### config.mk
export PLATFORM = sky130hd
export DESIGN_NAME = io_bus_arbiter_flat
export DESIGN_NICKNAME = d
export VERILOG_FILES = /design/src/rtl/io_bus_arbiter_if.sv /design/src/rtl/io_bus_arbiter.sv /design/src/flat_wrapper.sv
export SDC_FILE = /design/constraint.sdc
export NUM_CORES = 1
export LEC_CHECK = 0
export CELL_PAD_IN_SITES_DETAIL_PLACEMENT = 1
export CELL_PAD_IN_SITES_GLOBAL_PLACEMENT = 1
export CORE_MARGIN = 4
export CORE_UTILIZATION = 25
export CTS_CLUSTER_SIZE = 24
export DETAILED_ROUTE_END_ITERATION = 7
export PLACE_DENSITY_LB_ADDON = 0.1
export SYNTH_ARGS = -nofsm -noshare
export SYNTH_HDL_FRONTEND = slang
export SYNTH_SLANG_ARGS = --single-unit
### constraint.sdc
create_clock -name clk -period 1.76 [get_ports clk]
set_input_delay 0.528 -clock clk [delete_from_list [all_inputs] [get_ports clk]]
set_output_delay 0.528 -clock clk [all_outputs]
set_load 0.1 [all_outputs]
### src/rtl/io_bus_arbiter_if.sv
// Bundles the requester handshake and the IO register bus of io_bus_arbiter.
// Ports: req_valid/req_write/req_address/req_write_data/req_ack/resp_read_data/grant_id
//        from requesters, io_write_en/io_read_en/io_address/io_write_data/io_read_data to IO decode.
// IO_ARB_LOCK_EN: when defined, adds the per-requester req_lock signal.
interface io_bus_arbiter_if #(
  parameter int NUM_REQ = 2
);
  localparam int GID_W = (NUM_REQ > 1) ? $clog2(NUM_REQ) : 1;

  logic [NUM_REQ-1:0]    req_valid;
  logic [NUM_REQ-1:0]    req_write;
  logic [NUM_REQ*32-1:0] req_address;
  logic [NUM_REQ*32-1:0] req_write_data;
`ifdef IO_ARB_LOCK_EN
  logic [NUM_REQ-1:0]    req_lock;
`endif
  logic [NUM_REQ-1:0]    req_ack;
  logic [31:0]           resp_read_data;
  logic [GID_W-1:0]      grant_id;
  logic                  io_write_en;
  logic                  io_read_en;
  logic [31:0]           io_address;
  logic [31:0]           io_write_data;
  logic [31:0]           io_read_data;

  // Arbiter side.
  modport slave (
`ifdef IO_ARB_LOCK_EN
    input  req_lock,
`endif
    input  req_valid, req_write, req_address, req_write_data, io_read_data,
    output req_ack, resp_read_data, grant_id,
    output io_write_en, io_read_en, io_address, io_write_data
  );

  // Requester / IO decode side.
  modport master (
`ifdef IO_ARB_LOCK_EN
    output req_lock,
`endif
    output req_valid, req_write, req_address, req_write_data, io_read_data,
    input  req_ack, resp_read_data, grant_id,
    input  io_write_en, io_read_en, io_address, io_write_data
  );
endinterface

### src/rtl/io_bus_arbiter.sv
// Round-robin arbiter sharing one IO register bus between NUM_REQ requesters, one transaction in flight.
// Latency: request seen in IDLE at t -> strobe at t+1; write ack t+1, read ack t+2+READ_LATENCY.
// Backpressure: requesters hold req_valid/payload until their one-cycle req_ack; others wait their turn.
// Ports: clk, reset_n (async active-low), bus (io_bus_arbiter_if.slave: requester handshake + IO bus).
// IO_ARB_LOCK_EN: when defined, a granted requester holding req_lock at ack keeps the round-robin pointer.
module io_bus_arbiter #(
  parameter int NUM_REQ      = 2,
  parameter int READ_LATENCY = 0
) (
  input logic               clk,
  input logic               reset_n,
  io_bus_arbiter_if.slave   bus
);
  localparam int PTR_W = (NUM_REQ > 1) ? $clog2(NUM_REQ) : 1;

  typedef enum logic [1:0] {IDLE, ISSUE, WAIT, RESP} state_t;

  state_t             state_q, state_d;
  logic [PTR_W-1:0]   rr_ptr_q, rr_ptr_d;
  logic [PTR_W-1:0]   grant_q;
  logic [PTR_W-1:0]   winner;
  logic               any_vld;
  logic               wr_q;
  logic [3:0]         cnt_q, cnt_d;
  logic [31:0]        addr_q, wdat_q, rdat_q;
  logic               latch_en;
  logic               sample_en;
  logic               ack_en;

  // First valid requester at or after the rr pointer, wrapping past NUM_REQ-1.
  always_comb begin
    int j;
    any_vld = 1'b0;
    winner  = '0;
    for (int i = 0; i < NUM_REQ; i++) begin
      j = int'(rr_ptr_q) + i;
      if (j >= NUM_REQ) j = j - NUM_REQ;
      if (!any_vld && bus.req_valid[PTR_W'(j)]) begin
        any_vld = 1'b1;
        winner  = PTR_W'(j);
      end
    end
  end

  always_comb begin
    state_d   = state_q;
    rr_ptr_d  = rr_ptr_q;
    cnt_d     = cnt_q;
    latch_en  = 1'b0;
    sample_en = 1'b0;
    ack_en    = 1'b0;
    case (state_q)
      IDLE: begin
        if (any_vld) begin
          latch_en = 1'b1;
          rr_ptr_d = (int'(winner) == NUM_REQ - 1) ? '0 : winner + PTR_W'(1);
          state_d  = ISSUE;
        end
      end
      ISSUE: begin
        if (wr_q) begin
          ack_en  = 1'b1;
          state_d = IDLE;
        end else if (READ_LATENCY == 0) begin
          sample_en = 1'b1;
          state_d   = RESP;
        end else begin
          // cnt tracks cycles elapsed since the read strobe.
          cnt_d   = 4'd1;
          state_d = WAIT;
        end
      end
      WAIT: begin
        if (cnt_q == 4'(READ_LATENCY)) begin
          sample_en = 1'b1;
          state_d   = RESP;
        end else begin
          cnt_d = cnt_q + 4'd1;
        end
      end
      RESP: begin
        ack_en  = 1'b1;
        state_d = IDLE;
      end
      default: state_d = IDLE;
    endcase
`ifdef IO_ARB_LOCK_EN
    // Pointing back at the holder makes it win the next evaluation if still valid;
    // if it has gone idle the scan simply moves on, which releases the lock.
    if (ack_en && bus.req_lock[grant_q]) rr_ptr_d = grant_q;
`endif
  end

  always_ff @(posedge clk or negedge reset_n) begin
    if (!reset_n) begin
      state_q  <= IDLE;
      rr_ptr_q <= '0;
      grant_q  <= '0;
      wr_q     <= 1'b0;
      cnt_q    <= '0;
      addr_q   <= '0;
      wdat_q   <= '0;
      rdat_q   <= '0;
    end else begin
      state_q  <= state_d;
      rr_ptr_q <= rr_ptr_d;
      cnt_q    <= cnt_d;
      if (latch_en) begin
        grant_q <= winner;
        wr_q    <= bus.req_write[winner];
        addr_q  <= bus.req_address[32*winner +: 32];
        wdat_q  <= bus.req_write_data[32*winner +: 32];
      end
      if (sample_en) rdat_q <= bus.io_read_data;
    end
  end

  // Strobes and acks decode the state register, so an async reset kills them immediately.
  always_comb begin
    for (int i = 0; i < NUM_REQ; i++) begin
      bus.req_ack[i] = ack_en && (grant_q == PTR_W'(i));
    end
  end

  assign bus.io_write_en    = (state_q == ISSUE) && wr_q;
  assign bus.io_read_en     = (state_q == ISSUE) && !wr_q;
  assign bus.io_address     = addr_q;
  assign bus.io_write_data  = wdat_q;
  assign bus.resp_read_data = rdat_q;
  assign bus.grant_id       = grant_q;
endmodule
### src/flat_wrapper.sv
// flat-port wrapper written by rule: the top's interface ports become plain ports
module io_bus_arbiter_flat 
#(
  parameter int NUM_REQ      = 2,
  parameter int READ_LATENCY = 0
)
  (clk, reset_n, bus_req_valid, bus_req_write, bus_req_address, bus_req_write_data, bus_io_read_data, bus_req_ack, bus_resp_read_data, bus_grant_id, bus_io_write_en, bus_io_read_en, bus_io_address, bus_io_write_data);
  io_bus_arbiter_if #(.NUM_REQ(NUM_REQ)) bus_i ();
  input logic clk;
  input logic reset_n;
  input wire logic [$bits(bus_i.req_valid)-1:0] bus_req_valid;
  input wire logic [$bits(bus_i.req_write)-1:0] bus_req_write;
  input wire logic [$bits(bus_i.req_address)-1:0] bus_req_address;
  input wire logic [$bits(bus_i.req_write_data)-1:0] bus_req_write_data;
  input wire logic [$bits(bus_i.io_read_data)-1:0] bus_io_read_data;
  output wire logic [$bits(bus_i.req_ack)-1:0] bus_req_ack;
  output wire logic [$bits(bus_i.resp_read_data)-1:0] bus_resp_read_data;
  output wire logic [$bits(bus_i.grant_id)-1:0] bus_grant_id;
  output wire logic [$bits(bus_i.io_write_en)-1:0] bus_io_write_en;
  output wire logic [$bits(bus_i.io_read_en)-1:0] bus_io_read_en;
  output wire logic [$bits(bus_i.io_address)-1:0] bus_io_address;
  output wire logic [$bits(bus_i.io_write_data)-1:0] bus_io_write_data;
  assign bus_i.req_valid = bus_req_valid;
  assign bus_i.req_write = bus_req_write;
  assign bus_i.req_address = bus_req_address;
  assign bus_i.req_write_data = bus_req_write_data;
  assign bus_i.io_read_data = bus_io_read_data;
  assign bus_req_ack = bus_i.req_ack;
  assign bus_resp_read_data = bus_i.resp_read_data;
  assign bus_grant_id = bus_i.grant_id;
  assign bus_io_write_en = bus_i.io_write_en;
  assign bus_io_read_en = bus_i.io_read_en;
  assign bus_io_address = bus_i.io_address;
  assign bus_io_write_data = bus_i.io_write_data;
  io_bus_arbiter #(.NUM_REQ(NUM_REQ), .READ_LATENCY(READ_LATENCY)) u_core (.clk(clk), .reset_n(reset_n), .bus(bus_i));
endmodule
==> metrics.txt <==
max-slew violation count 0; Worst R2R Path Depth 9; Worst-Margin Slew 0.271 ns; n_diodes 0; Synth Net Count 568; status complete, but fails checks; DRC viols 0; Worst Path Buf+Inv 2; CTS tree done; post-DR wirelength/cell 18.2 um; Total Wirelength 16.6 mm; GPL Wtd Cong 0.721; Tcrit/Tclk final 116%; DR iter-0 viols 67; Detailed Routing Iterations Pass 1 4; vias in the first global route 4,586; row count 49; Avg Vias per Cell 4.52; nets 851; clk_lat worst skew 0.34 ns; die height 144 um; Fin. Hold Viols 0; CP Data Required Time 1.23 ns; setup violators final 38; grt ovf 0; Post-Synthesis Cells 395; clk buf depth 2; critical path's top delay family flip-flops; #FFs+latches synth 105; antenna violations before repair 0; Top-Level Pins 267; RSZ-0062 raised after global routing true; H-tree Lvls 3; die area 20,800 um2; crit-path cells inv_2 > ha_4 > and2_4 > nor2_4 > nor2b_4 > buf_12; Inserted Clock Buffers 9; Syn Area/Cell 11.8 um2; failing checks setup timing; core footprint 18,100 um2; Worst Hold Class in -> async; Vias 4,118; first-pass GRT wire length 24.9 mm; most frequent cells in the layout 163 x clkdlybuf4s50_1, 109 x buf_12, 102 x dfrtp_1; Clock Skews 0.00857 ns; Port Buf Inserts 265; clk root buf clkbuf_16; synth top area cells dfrtp_1 57%, mux2i_1 14%, mux2_1 7.8%; slowest cell on the critical path dfrtp_1; CP peak stage delay 0.41 ns; crit start category register; Yosys top cell area share 56.6%; pre-CTS WS -0.147 ns; commonest non-fill, non-tap cell in the layout clkdlybuf4s50_1; CP endpoint kind output pin; pin count of the biggest net entering global routing 52; synthesized cell area 4640 um2; Slew HR 81.4%; Yosys top cell by area dfrtp_1; f_max 489 MHz; DIE WIDTH 144 um; grt met1 use 17.0%; Arrival @ worst endpoint 1.52 ns; crit path kind reg -> out; Reg clk slew, reported paths 0.07 ns; sequential fraction of the synthesis area 56.6%; Final min period 2.04 ns; GRT Resource Usage Total 15.5%; Max-Cap Viols 0; Initial Utilization 25.6%; GR Layer Usage met2 27.1%; GRT met3 Usage 6.88%; post-DP HPWL 13.0 mm; Synth-to-Final Area Change 103%; synth warn 0; critical path peak fanout 3; Final ANT Viol Nets 0; Final WS setup -0.285 ns; clk sinks 105; gr busiest metal met2; FF-to-FF setup slack -0.17 ns; WP depth 6; Yosys cell types 26; layout cell share with drive strength beyond 1 30.0%
==> metrics by stage <==
stage	TNS, ns	instance area [um2]	utilization, %	std cells	hold slack (ns)
2_1_floorplan	-6.25	4830	-	395	0.232
3_3_place_gp	-0.379	8870	48.9	882	0.405
3_5_place_dp	-2.49	8870	48.9	882	0.404
4_1_cts	-2.00	9370	51.6	909	0.0273
5_1_grt	-7.24	9430	52.0	912	0.0345
6_report	-4.85	9430	52.0	912	0.0368
==> registers in the layout, summed over array words and instances (netlist names) <==
| register | cells |
|---|---|
| u_core.state_q | 2 |
| u_core.bus.resp_read_data | 32 |
| u_core.rr_ptr_q | 1 |
| u_core.wr_q | 1 |
| u_core.cnt_q | 4 |
| u_core.bus.grant_id | 1 |
| u_core.bus.io_address | 32 |
| u_core.bus.io_write_data | 32 |
==> layout make-up <==
| class | instances | area, um2 |
|---|---|---|
| clock buffer | 10 | 229 |
| sequential | 105 | 2630 |
| multi-input combinational | 259 | 2070 |
| fill | 1818 | 8720 |
| tap | 229 | 287 |
| inverter | 5 | 18.8 |
| timing repair buffer | 298 | 4110 |
| clock inverter | 6 | 82.6 |
==> path summary, 6_finish.rpt <==
kind,endpoint,startpoint
setup / recovery,bus_req_ack[1],u_core.state_q[1]
hold / removal,u_core.bus.io_address[23],reset_n
setup reg to reg,u_core.bus.resp_read_data[18],u_core.state_q[0]
hold reg to reg,u_core.cnt_q[3],u_core.cnt_q[3]
max in group asynchronous,u_core.state_q[0],reset_n
min in group clk,u_core.cnt_q[3],u_core.cnt_q[3]
==> synth_stat cells, drive strengths merged <==
library cell,n
a21o,1
a21oi,65
a221o,1
a221oi,1
and2,2
and4bb,1
buf,19
clkbuf,7
dfrtp,105
ha,7
inv,5
mux2,35
mux2i,65
nand2,2
nand4,1
nor2,68
nor2b,3
nor3,1
o21ai,1
o32a,1
or3b,1
xnor2,2
xor2,1
==> worst register-to-register path, delay by kind of cell, from the launching register on <==
family          cells  cell delay, ns
fa+ha+maj           1            0.20
compound gates      1            0.19
mux                 1            0.29
buf+inv             5            0.50
simple gates        1            0.22
flops               1            0.41
==> per-layer routing <==
metal | up-vias | part of all wire [%]
met5 | - | 0
met4 | 0 | 1.3
met3 | 13 | 11
met2 | 171 | 51
met1 | 2006 | 37
li1 | 1928 | -
==> cell families after synthesis <==
kind of cell	Yosys count	synth area share, %
flip-flops	105	56.6
multiplexers	100	22.6
AND/OR/NAND/NOR	79	7.17
AO/OA/AOI/OAI	70	8.00
buffers and inverters	31	3.23
adder cells (fa/ha/maj)	7	1.89
XOR/XNOR	3	0.566
==> what timing repair did <==
action                     4_1_cts  5_1_grt
pin swaps                        3        1
buffers inserted                 8        3
gates cloned                     3        1
gates resized for setup         13        6
hold buffers                     0        0
setup endpoints to repair       38       39
Power is left out: the tool's default activity adds up to more than one toggle a clock period on the data nets, which glitch-free logic cannot reach.
